[config.mk]
export PLATFORM = sky130hd
export DESIGN_NAME = regfile_mp
export DESIGN_NICKNAME = d
export VERILOG_FILES = /design/src/rtl/regfile_pkg.sv /design/src/rtl/regfile_scoreboard.sv /design/src/rtl/regfile_mp.sv
export SDC_FILE = /design/constraint.sdc
export NUM_CORES = 2
export LEC_CHECK = 0
export BUFFER_PORTS_ARGS = -buffer_cell sky130_fd_sc_hd__clkbuf_2
export CORE_ASPECT_RATIO = 2
export CORE_MARGIN = 4
export CORE_UTILIZATION = 50
export DETAILED_ROUTE_END_ITERATION = 6
export PLACE_DENSITY_LB_ADDON = 0.05
export REMOVE_ABC_BUFFERS = 1
export SYNTH_ARGS = -nofsm -noshare
export SYNTH_HDL_FRONTEND = slang
export SYNTH_SLANG_ARGS = --single-unit
[constraint.sdc]
create_clock -name clk -period 13.9 [get_ports clk]
set_clock_uncertainty 0.1 [all_clocks]
set_input_delay 4.17 -clock clk [delete_from_list [all_inputs] [get_ports clk]]
set_output_delay 4.17 -clock clk [all_outputs]
set_load 0.01 [all_outputs]
[src/rtl/regfile_pkg.sv]
// Shared types for the multi-ported register file: dump FSM states and
// the write-port priority resolver used by the write, bypass and busy-clear paths.
package regfile_pkg;

    localparam int DEF_XLEN = 64;
    localparam int MAX_WR   = 4;

    typedef enum logic [1:0] {
        IDLE = 2'd0,
        SCAN = 2'd1,
        DONE = 2'd2
    } dump_state_e;

    typedef struct packed {
        logic       hit;
        logic [1:0] port;
    } wr_sel_t;

    // Highest-index matching write port wins.
    function automatic wr_sel_t wr_select(input logic [MAX_WR-1:0] match);
        wr_sel_t sel;
        sel = '0;
        for (int unsigned p = 0; p < MAX_WR; p++) begin
            if (match[p]) begin
                sel.hit  = 1'b1;
                sel.port = 2'(p);
            end
        end
        return sel;
    endfunction

endpackage

[src/rtl/regfile_scoreboard.sv]
// Per-register busy scoreboard: set on issue, cleared by a valid write
// (set wins on collision), looked up by every read port.
module regfile_scoreboard
    import regfile_pkg::*;
#(
    parameter int NREGS  = 32,
    parameter int NR_RD  = 2,
    parameter int NR_WR  = 1,
    parameter int BYPASS = 1,
    localparam int AW    = $clog2(NREGS)
) (
    input  logic                clk_i,
    input  logic                rst_i,
    input  logic                busy_set_i,
    input  logic [AW-1:0]       busy_addr_i,
    input  logic [NR_WR-1:0]    wr_valid_i,
    input  logic [NR_WR*AW-1:0] wr_addr_i,
    input  logic [NR_RD*AW-1:0] rs_addr_i,
    output logic [NR_RD-1:0]    rs_busy_o
);

    localparam logic [AW:0] NREGS_V = (AW+1)'(NREGS);

    logic [NREGS-1:0] busy_q, busy_d;

    function automatic logic [MAX_WR-1:0] port_match(input logic [NR_WR-1:0]    wv,
                                                     input logic [NR_WR*AW-1:0] wa,
                                                     input logic [AW-1:0]       a);
        logic [MAX_WR-1:0] m;
        m = '0;
        for (int unsigned p = 0; p < NR_WR; p++) begin
            m[p] = wv[p] && (wa[p*AW +: AW] == a);
        end
        return m;
    endfunction

    always_comb begin
        wr_sel_t sel;
        sel    = '0;
        busy_d = busy_q;
        // Entry 0 is never touched, so it stays at its reset value of 0.
        for (int unsigned r = 1; r < NREGS; r++) begin
            sel = wr_select(port_match(wr_valid_i, wr_addr_i, AW'(r)));
            if (sel.hit) begin
                busy_d[r] = 1'b0;
            end
            if (busy_set_i && (busy_addr_i == AW'(r))) begin
                busy_d[r] = 1'b1;
            end
        end
    end

    always_comb begin
        logic [AW-1:0] a;
        wr_sel_t       sel;
        a         = '0;
        sel       = '0;
        rs_busy_o = '0;
        for (int unsigned i = 0; i < NR_RD; i++) begin
            a = rs_addr_i[i*AW +: AW];
            if ({1'b0, a} < NREGS_V) begin
                rs_busy_o[i] = busy_q[a];
            end
            if (BYPASS != 0) begin
                sel = wr_select(port_match(wr_valid_i, wr_addr_i, a));
                if (sel.hit) begin
                    rs_busy_o[i] = 1'b0;
                end
            end
        end
    end

    always_ff @(posedge clk_i) begin
        if (rst_i) begin
            busy_q <= '0;
        end else begin
            busy_q <= busy_d;
        end
    end

endmodule

[src/rtl/regfile_mp.sv]
// Multi-ported integer register file with write-to-read bypass, busy
// scoreboard and a sequential debug-dump engine.
module regfile_mp
    import regfile_pkg::*;
#(
    parameter int XLEN   = DEF_XLEN,
    parameter int NREGS  = 32,
    parameter int NR_RD  = 2,
    parameter int NR_WR  = 1,
    parameter int BYPASS = 1,
    localparam int AW    = $clog2(NREGS)
) (
    input  logic                  clk,
    input  logic                  rst,
    input  logic [NR_RD*AW-1:0]   rs_addr,
    output logic [NR_RD*XLEN-1:0] rs_data,
    output logic [NR_RD-1:0]      rs_busy,
    input  logic [NR_WR-1:0]      rd_write,
    input  logic [NR_WR*AW-1:0]   rd_addr,
    input  logic [NR_WR*XLEN-1:0] rd_data,
    input  logic                  busy_set,
    input  logic [AW-1:0]         busy_addr,
    input  logic                  dump_start,
    output logic                  dump_valid,
    output logic [AW-1:0]         dump_idx,
    output logic [XLEN-1:0]       dump_data,
    output logic                  dump_done
);

    localparam logic [AW:0]   NREGS_V  = (AW+1)'(NREGS);
    localparam logic [AW-1:0] LAST_IDX = AW'(NREGS-1);

    logic [XLEN-1:0] regs_q [NREGS];
    logic [XLEN-1:0] regs_d [NREGS];
    logic [NR_WR-1:0] wr_valid;
    dump_state_e      state_q, state_d;
    logic [AW-1:0]    idx_q, idx_d;

    function automatic logic [MAX_WR-1:0] port_match(input logic [NR_WR-1:0]    wv,
                                                     input logic [NR_WR*AW-1:0] wa,
                                                     input logic [AW-1:0]       a);
        logic [MAX_WR-1:0] m;
        m = '0;
        for (int unsigned p = 0; p < NR_WR; p++) begin
            m[p] = wv[p] && (wa[p*AW +: AW] == a);
        end
        return m;
    endfunction

    // A write is only real if it targets a non-zero, in-range register.
    always_comb begin
        logic [AW-1:0] wa;
        wa       = '0;
        wr_valid = '0;
        for (int unsigned p = 0; p < NR_WR; p++) begin
            wa          = rd_addr[p*AW +: AW];
            wr_valid[p] = rd_write[p] && (wa != '0) && ({1'b0, wa} < NREGS_V);
        end
    end

    always_comb begin
        wr_sel_t sel;
        sel = '0;
        for (int unsigned r = 0; r < NREGS; r++) begin
            regs_d[r] = regs_q[r];
            sel = wr_select(port_match(wr_valid, rd_addr, AW'(r)));
            if (sel.hit) begin
                regs_d[r] = rd_data[int'(sel.port)*XLEN +: XLEN];
            end
        end
    end

    always_comb begin
        logic [AW-1:0] a;
        wr_sel_t       sel;
        a       = '0;
        sel     = '0;
        rs_data = '0;
        for (int unsigned i = 0; i < NR_RD; i++) begin
            a = rs_addr[i*AW +: AW];
            if ({1'b0, a} < NREGS_V) begin
                rs_data[i*XLEN +: XLEN] = regs_q[a];
            end
            if (BYPASS != 0) begin
                sel = wr_select(port_match(wr_valid, rd_addr, a));
                if (sel.hit) begin
                    rs_data[i*XLEN +: XLEN] = rd_data[int'(sel.port)*XLEN +: XLEN];
                end
            end
        end
    end

    always_comb begin
        state_d = state_q;
        idx_d   = idx_q;
        case (state_q)
            IDLE: begin
                if (dump_start) begin
                    state_d = SCAN;
                    idx_d   = '0;
                end
            end
            SCAN: begin
                if (idx_q == LAST_IDX) begin
                    state_d = DONE;
                    idx_d   = '0;
                end else begin
                    idx_d = idx_q + 1'b1;
                end
            end
            DONE:    state_d = IDLE;
            default: state_d = IDLE;
        endcase
    end

    always_ff @(posedge clk) begin
        if (rst) begin
            for (int unsigned r = 0; r < NREGS; r++) begin
                regs_q[r] <= '0;
            end
            state_q <= IDLE;
            idx_q   <= '0;
        end else begin
            for (int unsigned r = 0; r < NREGS; r++) begin
                regs_q[r] <= regs_d[r];
            end
            state_q <= state_d;
            idx_q   <= idx_d;
        end
    end

    assign dump_valid = (state_q == SCAN);
    assign dump_done  = (state_q == DONE);
    assign dump_idx   = idx_q;
    assign dump_data  = (state_q == SCAN) ? regs_q[idx_q] : '0;

    regfile_scoreboard #(
        .NREGS  (NREGS),
        .NR_RD  (NR_RD),
        .NR_WR  (NR_WR),
        .BYPASS (BYPASS)
    ) u_scoreboard (
        .clk_i       (clk),
        .rst_i       (rst),
        .busy_set_i  (busy_set),
        .busy_addr_i (busy_addr),
        .wr_valid_i  (wr_valid),
        .wr_addr_i   (rd_addr),
        .rs_addr_i   (rs_addr),
        .rs_busy_o   (rs_busy)
    );

endmodule

==> reports/metrics.csv <==
metric;value;unit
Ports;290;
worst-skew pair later-pin latency;0.87;ns
clock tree buffer depth;4;
Post-CTS Setup Bufs;0;
final hold slack;0.3777;ns
PostCTS Resize Cnt;0;
drt first-iter violations;11600;
row count;252;
cell taking the most area after synthesis;edfxtp_1;
Reg clk slew, reported paths;0.07;ns
Crit Path Class;primary input to output port;
initial cell density of the core;50.21;%
max cap viols;0;
Yosys cell types;53;
global placement routability congestion;0.8581;
number of synthesized flops with an enable pin;2048;
DP Area;122500;um2
Top FF cell, synth;edfxtp_1;
critical path, cell by cell;clkbuf_2 -> nor2_4 -> buf_4 -> nand2_2 -> buf_4 -> o22ai_1 -> or4_1 -> o21ai_0 -> clkbuf_2;
Final HPWL DP;268800;um
slowest cell on the critical path;nand2_2;
# H-tree levels;4;
CTS root buffer;clkbuf_16;
Synth Instances;7315;
area of the die;244500;um2
total grt overflow;0;
final worst setup slack;1.874;ns
DRT Pass-1 Iters;6;
crit path DAT;7.76;ns
die height;695.3;um
Mapped Area;118100;um2
min-delay worst type;flip-flop to flip-flop;
antenna-violating nets left;0;
CTS Buf Count;201;
CTS tree;done;
Slew Viols, Final;0;
CP bufs+invs;4;
Final Hold Fails;0;
register area share after synthesis;52.80;%
Core Area;235200;um2
synth warn;0;
Max Freq;83.15;MHz
Avg Inst Size Synth;16.15;um2
global-route wire length before repair;643600;um
Routed WL;467500;um
DR WL/cell;44.65;um
Tot GR Track Use;38.21;%
initial antenna violation count;27;
area share of the leading cell type in the synthesized netlist;52.07;%
synthesis-to-layout area growth;9.240;%
Worst Tran Pin Value;1.376;ns
Leak;41.60;nW
largest net degree at the start of global routing;112;
endpoint class of the critical path;output port;
# setup viols final;0;
Synth area leaders;edfxtp_1 52%, mux4_2 32%, nor2_1 3.8%, clkbuf_1 1.2%, a22oi_1 1.2%;
worst-path fanout max;20;
CTS Hold Buffers Added;0;
CP Launch Type;primary input;
design area;129000;um2
Critical Path RT;9.63;ns
routed vias/inst;7.684;
clock sinks;2091;
post-route minimum period;12.03;ns
outcome;complete, no violations;
synthesis-stage register bit count;2091;
max_slew headroom;8.076;%
I/O Buffers;289;
# DRC;0;
Final nets;7345;
CP max stage delay;0.71;ns
RSZ-0062 raised after global routing;no;
CP top delay family;buffers and inverters;
Vias;80460;
FFs w/ async S/R, synth;0;%
P per Cell Area;123.8;nW/um2
share of cells above drive strength 1;35.40;%
vias in the first global route;82440;
die width;351.7;um
Worst IR Drop VDD;0.1049;mV
pre-CTS setup slack;1.959;ns
crit share post-route;86.52;%
==> cells in the final DEF, fill, tap and decap left out, types with 20 or more instances in the layout <==
| cell | count |
|---|---|
| a221oi_1 | 27 |
| a22oi_1 | 190 |
| nor2b_1 | 20 |
| conb_1 | 64 |
| buf_12 | 39 |
| o22ai_1 | 200 |
| bufinv_16 | 25 |
| clkinv_2 | 30 |
| o21ai_0 | 114 |
| clkbuf_16 | 204 |
| mux2_2 | 107 |
| buf_4 | 165 |
| nand3_1 | 80 |
| clkbuf_2 | 280 |
| mux2i_1 | 115 |
| edfxtp_1 | 2048 |
| or4_1 | 36 |
| dfxtp_1 | 38 |
| a21oi_1 | 166 |
| inv_1 | 142 |
| nor2_1 | 1176 |
| clkbuf_1 | 32 |
| nand2_1 | 102 |
| nand2b_1 | 79 |
| mux4_2 | 1659 |
| clkinv_1 | 42 |
==> flip-flops by register name, summed over array words and instances (netlist names), named ones only <==
signal / flops
regs_q: 2048
u_scoreboard.busy_q: 31
state_q: 2
dump_idx: 5
==> cells in the mapped netlist (81+ instances only) <==
cell,number
a21oi_1,166
a22oi_1,190
buf_1,137
buf_2,202
clkbuf_1,390
edfxtp_1,2048
inv_1,142
mux2_2,107
mux2i_1,115
mux4_2,1659
nand2_1,122
nand2b_1,99
nand3_1,81
nor2_1,1180
o21ai_0,114
o22ai_1,200
==> worst min-delay path, stage by stage (launching register included) <==
cell and delay [ns]:
dfxtp_1 0.32, inv_1 0.05, o32ai_1 0.05
==> final timing paths <==
kind	startpoint	endpoint	slack (ns)	depth (start not counted)
min reg2reg	u_scoreboard.busy_q[22]	u_scoreboard.busy_q[22]	0.38	2
min	u_scoreboard.busy_q[22]	u_scoreboard.busy_q[22]	0.38	2
max	rs_addr[3]	rs_data[9]	1.87	9
max reg2reg	state_q[0]	flip-flop	11.17	6
==> where the power goes <==
part           total, W  switching (W)  internal (W)
combinational   0.00258        0.00144       0.00114
sequential      0.00770       0.000308       0.00739
clock           0.00569        0.00252       0.00316
total            0.0160        0.00427        0.0117
==> logic make-up (layout without fill, tap and decap cells) <==
group | Yosys count | after routing | share of synthesized area, %
AND/OR/NAND/NOR | 1587 | 1587 | 5.611
adder cells (fa/ha/maj) | 2 | 2 | 0.02119
multiplexers | 1881 | 1881 | 33.63
other | 1 | 80 | 0.003175
AO/OA/AOI/OAI | 781 | 781 | 4.240
XOR/XNOR | 10 | 10 | 0.07416
flip-flops | 2091 | 2091 | 52.80
buffers and inverters | 962 | 991 | 3.618
==> final cells by class <==
type                       instances  area (um2)
clock inverter                   116        1217
multi-input combinational       4325       52210
sequential                      2091       62380
antenna                           16       40.04
inverter                         143       536.8
timing repair buffer             492        3540
tap                             3048        3814
clock buffer                     240        5280
fill                           18770      106200
==> metal layers <==
layer  global-route usage, %  wire length, um
met5                       0               44
met4                   25.04            37750
met3                   6.962            48920
met2                   62.71           229700
met1                   46.52           151100
==> stage by stage <==
step	power, W	util (%)	TNS, ns	std cells
floorplan	0.009442	-	-830.68	6559
global placement	0.01031	52.07	0	10100
detailed placement	0.01037	52.07	0	10100
CTS	0.01595	54.83	0	10460
global route	0.01634	54.84	0	10460
finish	0.01597	54.85	0	10470
Power figures use the tool's default switching activity.
